[src/rtl/bnn_core_cmd_exec.sv]
// BNN core command executor: decodes the 17-bit controller word and runs the
// XNOR-popcount / bias-compare / pooling / packing datapath on 4 columns.
module bnn_core_cmd_exec #(
  parameter int DW    = 16,
  parameter int NCOL  = 4,
  parameter int ACC_W = 8,
  parameter int SUM_W = 10
) (
  input  logic             clk,
  input  logic             rst,
  input  logic [16:0]      ctrl,
  input  logic [DW-1:0]    sram_rdata,
  output logic [DW-1:0]    sram_wdata,
  output logic [DW-1:0]    result,
  output logic [4:0]       result_cnt,
  output logic [SUM_W-1:0] sum_o,
  output logic             cmd_err
);

  localparam logic [16:0] CMD_MASK = 17'h0CFA1;
  localparam int          POP_W    = $clog2(DW + 1);

  typedef enum logic [1:0] {LD_NONE, LD_WGT, LD_IMG, LD_BIAS} ld_t;

  logic [DW-1:0]    w_q   [NCOL];
  logic [DW-1:0]    w_d   [NCOL];
  logic [DW-1:0]    i_q   [NCOL];
  logic [DW-1:0]    i_d   [NCOL];
  logic [ACC_W-1:0] acc_q [NCOL];
  logic [ACC_W-1:0] acc_d [NCOL];
  logic [DW-1:0]    bias_q, bias_d;
  logic [SUM_W-1:0] sum_q, sum_d;
  logic             pool_acc_q, pool_acc_d;
  logic [DW-1:0]    result_q, result_d;
  logic [4:0]       result_cnt_q, result_cnt_d;
  ld_t              ld_type_q, ld_type_d;
  logic [1:0]       ld_col_q, ld_col_d;
  logic             ld_half_q, ld_half_d;
  logic             cmd_err_q, cmd_err_d;

  logic [4:0]       n_cmd;
  logic             valid;
  logic [1:0]       col;
  logic [POP_W-1:0] pop;
  logic [DW-1:0]    xnor_w;
  logic [ACC_W:0]   acc_sum;
  logic [SUM_W:0]   sum_sum;
  logic             b_cmp;
  logic             pool_or;
  logic             push_en;
  logic             push_bit;

  // ctrl[4:3] are reserved fields of BPUE/BPUC
  logic unused_reserved;
  assign unused_reserved = ^ctrl[4:3];

  always_comb begin
    w_d          = w_q;
    i_d          = i_q;
    acc_d        = acc_q;
    bias_d       = bias_q;
    sum_d        = sum_q;
    pool_acc_d   = pool_acc_q;
    result_d     = result_q;
    result_cnt_d = result_cnt_q;
    ld_type_d    = LD_NONE;
    ld_col_d     = ctrl[2:1];
    ld_half_d    = ctrl[16];
    sram_wdata   = '0;
    push_en      = 1'b0;
    push_bit     = 1'b0;
    col          = ctrl[2:1];

    n_cmd = '0;
    for (int unsigned k = 0; k < 17; k++) begin
      n_cmd = n_cmd + {4'b0, ctrl[k] & CMD_MASK[k]};
    end
    valid     = (n_cmd <= 5'd1);
    cmd_err_d = !valid;

    xnor_w = ~(w_q[col] ^ i_q[col]);
    pop    = '0;
    for (int unsigned k = 0; k < DW; k++) begin
      pop = pop + {{(POP_W-1){1'b0}}, xnor_w[k]};
    end
    acc_sum = {1'b0, acc_q[col]} + (ACC_W+1)'(pop);
    sum_sum = {1'b0, sum_q} + (SUM_W+1)'(acc_q[col]);
    b_cmp   = (DW'(sum_q) >= bias_q);
    pool_or = pool_acc_q | b_cmp;

    if (valid) begin
      if (ctrl[0]) begin
        for (int unsigned k = 0; k < NCOL; k++) acc_d[k] = '0;
        sum_d      = '0;
        pool_acc_d = 1'b0;
      end
      if (ctrl[5]) acc_d[col] = acc_sum[ACC_W] ? '1 : acc_sum[ACC_W-1:0];
      if (ctrl[9]) sum_d = sum_sum[SUM_W] ? '1 : sum_sum[SUM_W-1:0];
      if (ctrl[10]) begin
        if (!ctrl[12]) begin
          push_en  = 1'b1;
          push_bit = b_cmp;
        end else if ({ctrl[6], ctrl[13]} == 2'd3) begin
          push_en    = 1'b1;
          push_bit   = pool_or;
          pool_acc_d = 1'b0;
        end else begin
          pool_acc_d = pool_or;
        end
      end
      if (ctrl[14]) begin
        sram_wdata   = ctrl[6] ? DW'(sum_q) : result_q;
        result_cnt_d = '0;
      end
      if (ctrl[15]) begin
        for (int unsigned k = 0; k + 1 < NCOL; k++) i_d[k] = i_q[k+1];
        i_d[NCOL-1] = '0;
      end
      if (ctrl[7])  ld_type_d = LD_WGT;
      if (ctrl[8])  ld_type_d = LD_IMG;
      if (ctrl[11]) ld_type_d = LD_BIAS;
    end

    if (push_en) begin
      result_d = {result_q[DW-2:0], push_bit};
      if (result_cnt_q < 5'd16) result_cnt_d = result_cnt_q + 5'd1;
    end

    // Pending load lands after SHIFT so an IMG write into a shifted column wins.
    unique case (ld_type_q)
      LD_WGT:  w_d[ld_col_q] = sram_rdata;
      LD_BIAS: bias_d = sram_rdata;
      LD_IMG: begin
        if (ld_half_q) i_d[ld_col_q][DW-1:DW/2] = sram_rdata[DW/2-1:0];
        else           i_d[ld_col_q][DW/2-1:0]  = sram_rdata[DW/2-1:0];
      end
      default: ;
    endcase
  end

  always_ff @(posedge clk) begin
    if (rst) begin
      for (int unsigned k = 0; k < NCOL; k++) begin
        w_q[k]   <= '0;
        i_q[k]   <= '0;
        acc_q[k] <= '0;
      end
      bias_q       <= '0;
      sum_q        <= '0;
      pool_acc_q   <= 1'b0;
      result_q     <= '0;
      result_cnt_q <= '0;
      ld_type_q    <= LD_NONE;
      ld_col_q     <= '0;
      ld_half_q    <= 1'b0;
      cmd_err_q    <= 1'b0;
    end else begin
      w_q          <= w_d;
      i_q          <= i_d;
      acc_q        <= acc_d;
      bias_q       <= bias_d;
      sum_q        <= sum_d;
      pool_acc_q   <= pool_acc_d;
      result_q     <= result_d;
      result_cnt_q <= result_cnt_d;
      ld_type_q    <= ld_type_d;
      ld_col_q     <= ld_col_d;
      ld_half_q    <= ld_half_d;
      cmd_err_q    <= cmd_err_d;
    end
  end

  assign result     = result_q;
  assign result_cnt = result_cnt_q;
  assign sum_o      = sum_q;
  assign cmd_err    = cmd_err_q;

endmodule
[config.mk]
export PLATFORM = sky130hd
export DESIGN_NAME = bnn_core_cmd_exec
export DESIGN_NICKNAME = d
export VERILOG_FILES = /design/src/rtl/bnn_core_cmd_exec.sv
export SDC_FILE = /design/constraint.sdc
export NUM_CORES = 1
export LEC_CHECK = 0
export BUFFER_PORTS_ARGS = -buffer_cell sky130_fd_sc_hd__buf_2
export CAP_MARGIN = 20
export CORE_MARGIN = 10
export CORE_UTILIZATION = 50
export DETAILED_ROUTE_END_ITERATION = 10
export GPL_ROUTABILITY_DRIVEN = 0
export PLACE_DENSITY = 0.77
export SLEW_MARGIN = 30
export SYNTH_ARGS = -nofsm -noshare
export SYNTH_HDL_FRONTEND = slang
export SYNTH_SLANG_ARGS = --single-unit
[constraint.sdc]
create_clock -name clk -period 10 [get_ports clk]
set_input_delay 0.5 -clock clk [delete_from_list [all_inputs] [get_ports clk]]
set_output_delay 0.5 -clock clk [all_outputs]
set_load 0.02 [all_outputs]
==> results.sh, run 1 <==
export IMPL_grt_usage_pct=20.1
export IMPL_finalMaxSlewViolations=0
export IMPL_diodes=0
export IMPL_layout_commonest_cell="nand2_1"
export IMPL_finalWorstSetupSlack_ns=3.66
export IMPL_grt_pass1_wl_um=47500
export IMPL_wl_met2_um=14300
export IMPL_grt_max_degree=102
export IMPL_fp_dieArea_um2=27700
export IMPL_finalSetupTns_ns=0
export IMPL_htreeDepth=1
export IMPL_numCtsBuffers=24
export IMPL_portBuffers=80
export IMPL_synth_edf_count=0
export IMPL_cts_tree="done"
export IMPL_syn_area_per_cell_um2=8.39
export IMPL_crit_path_start_kind="input pin"
export IMPL_status="finished, final reports clean"
export IMPL_start_util_pct=50.8
export IMPL_max_slew_margin_rel_pct=42.0
export IMPL_period_share_pct=63.4
export IMPL_clk_latency_ns=0.52
export IMPL_grt_setup_unrepaired="no"
export IMPL_max_freq_ghz=0.158
export IMPL_dp_hpwl_um=19300
export IMPL_cts_root_buf="clkbuf_16"
export IMPL_synthFlopType="dfxtp_1"
export IMPL_p_per_area_nw_per_um2=185
export IMPL_clkSinkCount=214
export IMPL_num_io_pins=83
export IMPL_syn_inst=1277
export IMPL_required_ns=10.40
export IMPL_hold_class="in -> reg"
export IMPL_clk_pin_slew_worst_paths_ns=0.06
export IMPL_worst_pin_slew_ns=0.868
export IMPL_fill_cells=1862
export IMPL_drive_gt1_share_pct=13.6
export IMPL_ys_types=56
export IMPL_place_ws_ns=3.15
export IMPL_overflow=0
export IMPL_yosys_warnings=0
export IMPL_syn_area_um2=10700
export IMPL_drc=0
export IMPL_final_antenna_net_count=0
export IMPL_period_needed_ns=6.34
export IMPL_highest_layer="met4"
export IMPL_clockBufferDepth=3
export IMPL_postCtsSetupRepairBufs=0
export IMPL_worstSetupEndpointType="register"
export IMPL_final_nets=1384
export IMPL_hold_buffers=0
export IMPL_die_x_um=166
export IMPL_setup_viol=0
export IMPL_hold_violations=0
export IMPL_crit_type="in -> reg"
export IMPL_drt_total_wl_um=29300
export IMPL_syn_nets=1359
export IMPL_worstPathArrival_ns=6.74
export IMPL_via_count=9377
export IMPL_die_h_um=166
export IMPL_antenna_found_initial=0
export IMPL_ys_ff_latch=214
export IMPL_cts_resized=0
export IMPL_row_count=53
export IMPL_syn_to_final_growth_pct=12.1
export IMPL_power_static_leakage_nw=4.46
export IMPL_drtIter0Drc=916
export IMPL_wl_met3_um=2140
export IMPL_drv_cap=0
export IMPL_drt_met1_wl_um=12300
export IMPL_layout_common_cells="317 x nand2_1, 214 x dfxtp_1, 127 x a21oi_1"
export IMPL_irDropWorstVdd_uv=176
export IMPL_dr_pass1_iters=6
export IMPL_synth_async_reset_ratio_pct=0
export IMPL_drt_vias_per_instance=5.88
export IMPL_ys_seq_area_share_pct=40.0
export IMPL_core_area_um2=21100
export IMPL_final_setup_skew_ns=0.0155
export IMPL_post_drt_wl_per_cell_um=18.3
export IMPL_worstPathMaxFanout=31
export IMPL_grt_pass1_vias=9170
## report_power, final
part	switching (W)	internal (W)
clock network	0.000365	0.000575
registers	0.0000174	0.000877
logic	0.000273	0.000119
total	0.000655	0.00157
## final cells by class
type / count / area, um^2 / area share [%]
clock buffer: 28 / 657 / 5.46
clock inverter: 16 / 196 / 1.63
inverter: 47 / 176 / 1.47
multi-input combinational: 930 / 5920 / 49.2
sequential: 214 / 4280 / 35.6
tap: 275 / 344 / 2.86
timing repair buffer: 85 / 444 / 3.70
## per-stage QoR
| step | total power, W | hold WS [ns] | std cells | utilization (%) | instance area (um^2) |
|---|---|---|---|---|---|
| after floorplan | 0.00120 | 0.420 | 1277 | - | 10700 |
| after global placement | 0.00129 | 0.428 | 1551 | 52.9 | 11200 |
| after detailed placement | 0.00130 | 0.442 | 1551 | 52.9 | 11200 |
| after CTS | 0.00223 | 0.191 | 1595 | 57.0 | 12000 |
| after global routing | 0.00231 | 0.220 | 1595 | 57.0 | 12000 |
| final | 0.00223 | 0.199 | 1595 | 57.0 | 12000 |
## cells in the mapped netlist, types with 18 or more instances
library cell | count | area, um^2
nand2_1 | 318 | 1190
a21oi_1 | 127 | 636
nand3_1 | 83 | 415
o21ai_0 | 40 | 200
fa_1 | 18 | 360
nor2_1 | 88 | 330
a311oi_1 | 48 | 420
mux4_2 | 39 | 878
dfxtp_1 | 214 | 4280
clkbuf_1 | 64 | 240
inv_1 | 46 | 173
ha_1 | 29 | 363
## routing by layer
metal | GRT usage (%) | vias to the layer above
met5 | 0 | -
met4 | 5.84 | 0
met1 | 25.4 | 4490
li1 | - | 4481
met2 | 34.4 | 366
met3 | 3.62 | 40
## sequential cells by signal, indices dropped and copies added, names as in the netlist
register    cells
i_q            64
acc_q          32
cmd_err         1
result_cnt      5
sum_o          10
ld_col_q        2
result         16
ld_half_q       1
ld_type_q       2
bias_q         16
w_q            64
pool_acc_q      1
## critical path: stages
cell and delay [ns]:
buf_2 0.43, buf_4 0.57, mux4_2 0.59, xnor2_1 0.16, fa_1 0.53, inv_1 0.05, fa_1 0.46, fa_1 0.54
inv_1 0.06, fa_1 0.51, fa_1 0.47, fa_1 0.42, a211oi_1 0.38, nor2_1 0.12, a21oi_1 0.29, nor2b_1 0.09
mux2_2 0.32, a22o_1 0.23
## worst paths after layout
| kind | from | to | slack [ns] | cells past startpoint |
|---|---|---|---|---|
| setup / recovery | ctrl[1] | acc_q[14] | 3.66 | 18 |
| hold reg to reg | bias_q[15] | bias_q[15] | 0.45 | 2 |
| setup reg to reg | w_q[11] | acc_q[14] | 4.39 | 17 |
| hold / removal | ctrl[16] | ld_half_q | 0.20 | 2 |
## kinds of logic after synthesis
| group | after synthesis | synth area share, % |
|---|---|---|
| and+or+nand+nor | 548 | 21.7 |
| AOI/OAI and AO/OA | 261 | 15.4 |
| DFF | 214 | 40.0 |
| buffers and inverters | 133 | 4.89 |
| muxes | 53 | 9.52 |
| adders and majority gates | 47 | 6.75 |
| xor gates and xnor gates | 21 | 1.72 |
No activity file was read; power rests on OpenSTA's default activity.
==> run 2, diff against run 1 <==
- PLACE_DENSITY: 0.77 -> 0.8
- clock period: 10 -> 5.76 ns (I/O delays scaled with it)
==> run 2 against run 1 <==
- final area about the same
- die area unchanged
- combinational power increased by 77%
- global-route usage increased by 0.26 points
- power increased by 67%
- critical endpoint is now acc_q[3]
- highest routed layer unchanged
==> results.sh, run 2 (synthesis results as in run 1) <==
export IMPL_status="finished, final reports clean"
export IMPL_drt_vias_per_instance=5.90
export IMPL_drc=0
export IMPL_cp_num_cells=18
export IMPL_overflow=0
export IMPL_holdWs_ns=0.0794
export IMPL_drt_total_wl_um=29600
export IMPL_die_x_um=166
export IMPL_clk_latency_ns=0.50
export IMPL_grt_setup_unrepaired="no"
export IMPL_power_static_leakage_nw=4.46
export IMPL_core_area_um2=21100
export IMPL_max_slew_margin_rel_pct=40.3
export IMPL_p_per_area_nw_per_um2=309
export IMPL_finalSetupTns_ns=0
export IMPL_power_frac_comb_pct=18.7
export IMPL_crit_slowest_cell="fa_1"
export IMPL_worstPathMaxFanout=5
export IMPL_max_freq_ghz=0.182
export IMPL_p_int_w=0.00263
export IMPL_layout_commonest_cell="nand2_1"
export IMPL_cp_slowest_stage_delay_ns=0.55
export IMPL_clk_pin_slew_worst_paths_ns=0.06
export IMPL_portBuffers=80
export IMPL_cts_resized=0
export IMPL_clkSinkCount=214
export IMPL_seq_power_share_pct=41.9
export IMPL_final_setup_skew_ns=0.0106
export IMPL_grt_pass1_wl_um=48100
export IMPL_hold_violations=0
export IMPL_dp_hpwl_um=20400
export IMPL_fill_cells=1904
export IMPL_grt_pass1_vias=9312
export IMPL_drive_gt1_share_pct=13.6
export IMPL_layout_common_cells="317 x nand2_1, 214 x dfxtp_1, 127 x a21oi_1"
export IMPL_worst_pin_slew_ns=0.896
export IMPL_clockBufferDepth=3
export IMPL_die_h_um=166
export IMPL_final_antenna_net_count=0
export IMPL_period_needed_ns=5.49
export IMPL_crit_path_cell_trace="mux4_2, xor2_1, fa_1, inv_1, fa_1, inv_1, fa_1, inv_1, fa_1, fa_1, fa_1, a211oi_1, nor2_1, a21oi_1, buf_4, nor3_2, nor2_1, o21ai_0"
export IMPL_top_regs="i_q (64), w_q (64), acc_q (32)"
export IMPL_post_route_cell_area_um2=12000
export IMPL_hold_depth=2
export IMPL_irDropWorstVdd_uv=230
export IMPL_cts_root_buf="clkbuf_16"
export IMPL_setup_viol=0
export IMPL_post_drt_wl_per_cell_um=18.4
export IMPL_dr_pass1_iters=6
export IMPL_via_count=9450
export IMPL_htreeDepth=1
export IMPL_final_cell_count_no_fill=1603
export IMPL_netSwitchingFraction_pct=29.1
export IMPL_worstPathArrival_ns=5.85
export IMPL_crit_type="reg -> reg"
export IMPL_hold_class="in -> reg"
export IMPL_required_ns=6.12
export IMPL_antenna_found_initial=0
export IMPL_drv_cap=0
export IMPL_dpl_cell_area_um2=11300
export IMPL_final_nets=1396
export IMPL_start_util_pct=50.8
export IMPL_clkPwrFrac_pct=39.4
export IMPL_place_inst=1563
export IMPL_finalMaxSlewViolations=0
export IMPL_syn_to_final_growth_pct=12.1
export IMPL_rr_worst_depth=18
export IMPL_num_io_pins=83
export IMPL_cts_tree="done"
export IMPL_row_count=53
export IMPL_p_switching_w=0.00108
export IMPL_cpMostUsedCell="fa_1"
export IMPL_drtIter0Drc=902
export IMPL_grt_max_degree=97
export IMPL_grt_usage_pct=20.4
export IMPL_crit_path_start_kind="register"
export IMPL_numCtsBuffers=23
export IMPL_fp_dieArea_um2=27700
export IMPL_final_util_pct=57.0
export IMPL_worstSetupEndpointType="register"
export IMPL_crit_family="adder cells"
export IMPL_cp_num_buf_inv=4
export IMPL_period_share_pct=95.3
## run 2: cell types whose count changed in the layout (fill, tap and decap cells not counted), moves of 2 or more
cell / previous run / this run
buf_4: 5 / 16
clkbuf_16: 25 / 23
clkbuf_1: 1 / 6
clkinv_4: 3 / 0
clkinv_2: 7 / 3
## run 2: area by class of cell
cell class / count / area, um^2 / share of cell area (%)
multi-input cells: 930 / 5910 / 49.2
flip-flops and latches: 214 / 4280 / 35.7
repair buffers: 98 / 557 / 4.63
well taps: 275 / 344 / 2.86
clock buffers: 31 / 626 / 5.21
diodes: 1 / 2.50 / 0.0208
clock inverters: 7 / 113 / 0.937
inverters: 47 / 176 / 1.47
## run 2: what timing repair did
action,CTS,global route
hold buffers,1,0
setup buffers,0,0
endpoints found under the hold margin,1,0
endpoints found under the setup margin,0,0
## run 2: metal layers
layer / vias up / share of wire, % / track usage (%)
met3: 66 / 7.5 / 3.98
met5: - / 0 / 0
li1: 4502 / - / -
met2: 373 / 49 / 35.4
met4: 0 / 3.2 / 7.64
met1: 4509 / 40 / 24.5
## run 2: final timing paths
check | from | endpoint | slack (ns)
setup reg to reg | i_q[11] | acc_q[3] | 0.27
setup / recovery | i_q[11] | acc_q[3] | 0.27
hold reg to reg | bias_q[8] | bias_q[8] | 0.45
hold / removal | ctrl[10] | result[0] | 0.08
## run 2: power by group through the flow
stage | clock [W] | sequential (W) | combinational (W)
floorplan | 0 | 0.00158 | 0.000499
global placement | 0 | 0.00159 | 0.000663
detailed placement | 0 | 0.00159 | 0.000682
CTS | 0.00148 | 0.00155 | 0.000690
global route | 0.00155 | 0.00156 | 0.000761
finish | 0.00146 | 0.00156 | 0.000695
## run 2: metrics by stage
| stage | worst slack [ns] | power (W) |
|---|---|---|
| floorplan | 0.0804 | 0.00208 |
| global placement | 0.0152 | 0.00225 |
| detailed placement | -0.00157 | 0.00227 |
| CTS | 0.296 | 0.00373 |
| global route | 0.0696 | 0.00387 |
| finish | 0.272 | 0.00371 |
